**src/rtl/vip_bit_morph_3x3.sv**
```systemverilog
// vip_bit_morph_3x3: 3x3 binary erosion/dilation over a vsync/href/clken 1-bit pixel stream,
// using two line buffers so the image is processed in a single pass with 2 clk latency.
module vip_bit_morph_3x3 #(
    parameter int IMG_HDISP = 640,
    parameter int IMG_VDISP = 480,
    parameter int MORPH     = 0
) (
    input  logic clk,
    input  logic rst_n,
    input  logic per_frame_vsync,
    input  logic per_frame_href,
    input  logic per_frame_clken,
    input  logic per_img_Bit,
    output logic post_frame_vsync,
    output logic post_frame_href,
    output logic post_frame_clken,
    output logic post_img_Bit
);
    localparam int          AW    = (IMG_HDISP > 1) ? $clog2(IMG_HDISP) : 1;
    localparam logic [10:0] X_MAX = 11'(IMG_HDISP - 1);
    localparam logic [10:0] Y_MAX = 11'(IMG_VDISP - 1);

    logic          href_q;
    logic [10:0]   x_cnt_q, x_cnt_d, y_cnt_q, y_cnt_d;
    logic [2:0]    top_q, top_d, mid_q, mid_d, bot_q, bot_d;
    logic          win_ok_q, win_ok_d, bit_q, bit_d;
    logic [1:0]    vs_q, hs_q, ce_q;
    logic          lb1_q [IMG_HDISP];
    logic          lb2_q [IMG_HDISP];
    logic [AW-1:0] addr;
    logic [8:0]    win;
    logic          accept, fall;

    assign accept = per_frame_href & per_frame_clken;
    assign fall   = href_q & ~per_frame_href;
    assign addr   = x_cnt_q[AW-1:0];
    assign win    = {top_q, mid_q, bot_q};

    always_comb begin
        x_cnt_d  = fall ? 11'd0 : (accept && x_cnt_q != X_MAX) ? x_cnt_q + 11'd1 : x_cnt_q;
        y_cnt_d  = !per_frame_vsync ? 11'd0 : (fall && y_cnt_q != Y_MAX) ? y_cnt_q + 11'd1 : y_cnt_q;
        // columns run x-2 (bit 2) .. x (bit 0); rows y-2 / y-1 / y come from lb2 / lb1 / input
        top_d    = accept ? {top_q[1:0], lb2_q[addr]} : top_q;
        mid_d    = accept ? {mid_q[1:0], lb1_q[addr]} : mid_q;
        bot_d    = accept ? {bot_q[1:0], per_img_Bit} : bot_q;
        win_ok_d = accept ? (x_cnt_q >= 11'd2 && y_cnt_q >= 11'd2) : win_ok_q;
        bit_d    = win_ok_q & ((MORPH != 0) ? |win : &win);
    end

    always_ff @(posedge clk or negedge rst_n) begin
        if (!rst_n) begin
            href_q   <= 1'b0;
            x_cnt_q  <= '0;
            y_cnt_q  <= '0;
            top_q    <= '0;
            mid_q    <= '0;
            bot_q    <= '0;
            win_ok_q <= 1'b0;
            bit_q    <= 1'b0;
            vs_q     <= '0;
            hs_q     <= '0;
            ce_q     <= '0;
        end else begin
            href_q   <= per_frame_href;
            x_cnt_q  <= x_cnt_d;
            y_cnt_q  <= y_cnt_d;
            top_q    <= top_d;
            mid_q    <= mid_d;
            bot_q    <= bot_d;
            win_ok_q <= win_ok_d;
            bit_q    <= bit_d;
            vs_q     <= {vs_q[0], per_frame_vsync};
            hs_q     <= {hs_q[0], per_frame_href};
            ce_q     <= {ce_q[0], per_frame_clken};
        end
    end

    // read-before-write: lb1 moves down into lb2 as the new row enters lb1
    always_ff @(posedge clk) begin
        if (accept) begin
            lb2_q[addr] <= lb1_q[addr];
            lb1_q[addr] <= per_img_Bit;
        end
    end

    assign post_frame_vsync = vs_q[1];
    assign post_frame_href  = hs_q[1];
    assign post_frame_clken = ce_q[1];
    assign post_img_Bit     = bit_q;
endmodule

```
**config.mk**
```make
export PLATFORM = sky130hd
export DESIGN_NAME = vip_bit_morph_3x3
export DESIGN_NICKNAME = d
export VERILOG_FILES = /design/src/rtl/vip_bit_morph_3x3.sv
export SDC_FILE = /design/constraint.sdc
export NUM_CORES = 1
export LEC_CHECK = 0
export ABC_CLOCK_PERIOD_IN_PS = 17640
export CORE_ASPECT_RATIO = 1.1
export CORE_MARGIN = 8
export CORE_UTILIZATION = 62
export DETAILED_ROUTE_END_ITERATION = 10
export PLACE_DENSITY_LB_ADDON = 0.1
export SETUP_SLACK_MARGIN = 0.5
export SLEW_MARGIN = 20
export SYNTH_ARGS = -nofsm -noshare
export SYNTH_HDL_FRONTEND = slang
export SYNTH_SLANG_ARGS = --single-unit
```
**constraint.sdc**
```tcl
create_clock -name clk -period 17.64 [get_ports clk]
set_input_delay 1.764 -clock clk [delete_from_list [all_inputs] [get_ports clk]]
set_output_delay 1.764 -clock clk [all_outputs]
set_load 0.005 [all_outputs]
```
======== Word-level counts from Yosys, hierarchy flattened ========
Memories as Yosys holds them, arrays and structs flattened. A register that Yosys moved wholly into a read port is not among the register bits.
Index checks and enable logic that the tools add are counted.
word-level totals
  flip-flop bits (word level) ............. 40
  memory bits (writable) .................. 1280
  bits of input ports ..................... 6
  output and inout bits ................... 4
  word-level logic and storage cells ...... 36
  memories ................................ 2
cells by class
  add/subtract/negate cells ............... 2
  $lt $le $gt $ge ......................... 2
  eq/ne operators ......................... 3
  multiplexer cells ....................... 6
  bitwise gates (word level) .............. 4
  reduce and logical (&&, ||, !) cells .... 6
memories
  name   depth  bits a word  read ports  clocked after memory_dff  wr ports  line  text
  lb1_q  640    1            1           0                         1         28    logic lb1_q [IMG_HDISP];
  lb2_q  640    1            1           1                         1         29    logic lb2_q [IMG_HDISP];
operator list
  operator                                              number
  2-to-1 mux 11 bit                                     4
  adder 11 x 1 -> 11 bit, second input constant         2
  >= comparator 11 x 2 -> 1 bit, second input constant  2
  != test 11 x 10 -> 1 bit, second input constant       1
  != test 11 x 9 -> 1 bit, second input constant        1
  AND reduction 9 bit                                   1
  AND 1 bit                                             3
  logical AND 1 bit                                     3
  2-to-1 mux 1 bit                                      2
  != test 2 x 1 -> 1 bit, second input constant         1
  nonzero test 2 bit                                    1
  logical NOT 1 bit                                     1
  NOT 1 bit                                             1

======== Longest topological paths before layout ========
  depth after elaboration ................. 5
  depth in mapped cells ................... 15
  depth with buffers taken out ............ 8

======== Least setup slack after synthesis ========
OpenSTA, ideal clock, no wires.
  path kind ............................... flip-flop to flip-flop
  start point ............................. reg x_cnt_q[4]
  end point ............................... mem lb2_q[0], data pin
  library setup time ...................... 1.780 ns
  data arrival time ....................... 9.615 ns
  required time ........................... 15.860 ns
  slack ................................... 6.245 ns
  cell stages (with the launch flop) ...... 10
  buffers on the path ..................... 3
  clock period less this slack ............ 11.395 ns
  cells stage by stage .................... dfrtp_1 -> buf_2 -> buf_4 -> clkbuf_1 -> nor3_1 -> a22oi_1 -> o2111ai_1 -> nand3_1 -> nand4_1 -> or4_1
on the way
  longest elaborated chain between the ends .. 1
RTL lines
  item                    line  text
  start, declared         24    logic [10:0] x_cnt_q, x_cnt_d, y_cnt_q, y_cnt_d;
  start signal, assigned  65    x_cnt_q <= x_cnt_d;
  memory (640 x 1 bit)    n/a
  end, declared           29
Every way passes these cells.

======== Final worst setup path ========
  start point ............................. reg x_cnt_q[0]
  end point ............................... reg mid_q[0], read port of lb1_q
on the way
  longest elaborated chain between the ends .. 1
RTL lines
  item                  line  text
  memory (640 x 1 bit)  n/a
  end, declared         25    logic [2:0] top_q, top_d, mid_q, mid_d, bot_q, bot_d;
Every way passes these cells.
A chain may end at the register's enable or synchronous reset.

==> flow_metrics.py <==
metrics = {
    "run_status": {
        "status": "finished clean",
    },
    "cts": {
        "cts_setup_buffers": 0,
        "cts.sinks": 1319,
        "clock_latency_ns": 0.74,
        "cts_hold_buffers": 0,
        "cts_made_buffers": 133,
        "h-tree-depth": 4,
        "cts-root-buf": "clkbuf_16",
        "cts_tree": "built",
        "cts_max_path_buffers": 3,
        "cts.clk_slew.worst_paths_ns": 0.06,
        "post_cts_resized": 0,
    },
    "critical_path": {
        "critPathMaxFanout": 187,
        "critPathLaunchType": "flip-flop",
        "r2r-start": "x_cnt_q[0]",
        "crit_type": "reg2reg",
        "end_kind": "flip-flop",
        "cp-startpoint": "x_cnt_q[0]",
        "critPathRequiredTime_ns": 18.24,
        "worst_ep_arrival_time_ns": 8.14,
    },
    "sta": {
        "setup-violations-final": 0,
        "final_max_slew_viol_count": 0,
        "clock.fmax_ghz": 0.133,
        "finalSetupTns_ns": 0,
        "fin_skew_ns": 0.0312,
        "rsz0062_at_grt": "no",
        "period_minus_slack_ns": 7.54,
        "tightest_slew_ns": 1.21,
        "finalCritPeriodShare": 0.427,
        "hold_violations": 0,
        "slew_headroom": 0.193,
        "hold_ws_ns": 0.349,
    },
    "synthesis": {
        "synthFlopType": "edfxtp_1",
        "avgSynthCellArea_um2": 15.5,
        "synth_edf_count": 1280,
        "ys_types": 51,
        "syn_nets": 3485,
        "synthTopCellsByArea": "edfxtp_1, mux2i_1, nor2_1",
        "yosysMostFrequentCell": "edfxtp_1",
        "yosys.area.top_type": "edfxtp_1",
        "syn_inst": 3473,
        "yosys.area.top_type_share": 0.715,
        "yosysSeqAreaShare": 0.734,
        "synth_area_mm2": 0.0537,
        "synth_async_sr_flop_share": 0.0296,
        "ys_warn_count": 0,
        "synth_seq_cells": 1319,
        "synth_common_cells": "edfxtp_1, nor2_1, mux2i_1, o22ai_1, clkbuf_1",
    },
    "drt": {
        "drt_iter0_markers": 4394,
        "antenna_left": 0,
        "viasPerCell": 6.79,
        "drcViolationCount": 0,
        "dr.pass1.iters": 6,
        "wl_per_cell_um": 32.5,
        "totalWireLength_mm": 153,
        "vias": 31900,
    },
    "place": {
        "gp_congestion": 0.884,
        "portBuffers": 9,
        "dpl.hpwl_mm": 86.8,
    },
    "global_routing": {
        "gr-total-overflow": 0,
        "grt_pass1_wl_mm": 217,
        "grt_pass1_vias": 31600,
        "grt_max_degree": 311,
        "antenna_found_initial": 3,
        "grt_usage": 0.314,
    },
    "die": {
        "die_y_um": 325,
        "die_w_um": 297,
        "rows": 113,
        "die_area_mm2": 0.0963,
        "start_util": 0.624,
        "core-area_mm2": 0.0861,
        "ios": 10,
    },
    "pwr": {
        "p_leak_nw": 18.5,
        "ir_worst_vdd_v": 0.000102,
        "powerDensity_mw_per_mm2": 121,
    },
    "final_layout": {
        "area_growth_pct": 9.93,
        "fillers": 5720,
        "multi_input_area_mm2": 0.0131,
        "final_layout_size_suffix_gt1_frac": 0.112,
        "nets": 3442,
        "final_core_utilization": 0.686,
        "register_area_mm2": 0.0394,
    },
    "job": {
        "cap_violations": 0,
    },
    "min_path": {
        "hold_path.class": "reg2reg",
        "hp-start": "ce_q[0]",
    },
}
[cell usage in the layout (no fill, tap or decap), types with 6 or more instances in the layout]
cell type / synthesis / final
mux4_2: 62 / 62
mux2i_1: 522 / 522
o2111ai_1: 8 / 8
edfxtp_1: 1280 / 1280
nor3_1: 19 / 18
xnor2_1: 11 / 11
clkbuf_1: 170 / 26
nand4_1: 14 / 14
o22ai_1: 238 / 238
and2_1: 12 / 12
a22oi_1: 14 / 14
and3_1: 12 / 12
xor2_1: 6 / 6
clkinvlp_4: 0 / 8
clkinv_2: 0 / 24
clkinv_1: 0 / 28
nor2_1: 670 / 669
o21ai_0: 20 / 20
o22a_1: 6 / 6
dfrtp_1: 39 / 37
clkdlybuf4s50_1: 0 / 7
nand2_1: 76 / 54
bufinv_16: 0 / 7
inv_1: 7 / 7
nor4_1: 56 / 56
clkbuf_16: 0 / 140
nand3_1: 34 / 34
a21oi_1: 6 / 6
ha_1: 6 / 6
a31oi_1: 10 / 10
buf_4: 46 / 92
nand2_2: 0 / 22
mux2_2: 8 / 8
nor2b_1: 9 / 8
[layer usage]
| metal | track usage | part of all wire | vias to the layer above |
|---|---|---|---|
| met1 | 0.421 | 0.36 | 16100 |
| met2 | 0.482 | 0.46 | 2071 |
| met4 | 0.151 | 0.056 | 2 |
| met5 | 0.00778 | 0.00061 | - |
| li1 | - | - | 13200 |
| met3 | 0.0770 | 0.12 | 448 |
[state kept, by name, summed over array words and instances, names as in the netlist]
signal,count
lb1_q,640
ce_q,2
post_img_Bit,1
hs_q,2
y_cnt_q,11
vs_q,2
top_q,3
mid_q,3
bot_q,3
win_ok_q,1
lb2_q,640
x_cnt_q,11
[stage by stage]
stage | area [µm²] | std cells | setup slack (ns) | power, W
2_1_floorplan | 53700 | 3473 | 6.24 | 0.00433
3_3_place_gp | 54800 | 4444 | 10.49 | 0.00445
3_5_place_dp | 54800 | 4444 | 10.55 | 0.00447
4_1_cts | 59000 | 4687 | 10.51 | 0.00715
5_1_grt | 59100 | 4688 | 10.08 | 0.00732
6_report | 59100 | 4689 | 10.10 | 0.00715
[logic make-up after synthesis]
group / count (synthesis) / share of synthesized area
mux: 592 / 0.125
compound gates: 321 / 0.0384
fa+ha+maj: 6 / 0.00140
simple gates: 927 / 0.0732
flops: 1319 / 0.734
xor+xnor: 17 / 0.00277
buf+inv: 291 / 0.0256
[cell type report]
type                       instances  area share
clock inverter                    77      0.0105
sequential                      1319       0.667
tap                             1150      0.0244
clock buffer                     166      0.0610
antenna                            1   0.0000424
timing repair buffer             106      0.0149
multi-input combinational       1863       0.221
inverter                           7    0.000445
[worst max-delay path, stage by stage, from the launching register on]
cell and delay [ns]:
dfrtp_4 0.99, buf_4 0.75, buf_4 0.86, buf_12 0.72
mux2i_1 0.27, o22ai_1 0.10, nor4_1 0.48, nand3_1 0.25
a31oi_1 0.30, nor2b_1 0.11, or4_4 0.53, buf_12 0.27
buf_16 0.31, buf_4 0.57, mux2_2 0.38
[final timing paths]
check,endpoint,cells after the start,slack [ns]
min in group asynchronous,post_img_Bit,2,1.11
max in group asynchronous,x_cnt_q[1],2,16.03
worst min-delay path,ce_q[1],0,0.35
worst min register to register,ce_q[1],0,0.35
worst max-delay path,mid_q[0],14,10.10
worst max register to register,mid_q[0],14,10.10
[where the power goes]
group	switching (W)	internal, W	total (W)
clock network	0.00117	0.00156	0.00273
logic	0.000514	0.000276	0.000789
registers	0.0000283	0.00360	0.00363
total	0.00171	0.00543	0.00715
(Power assumes the default switching activity.)
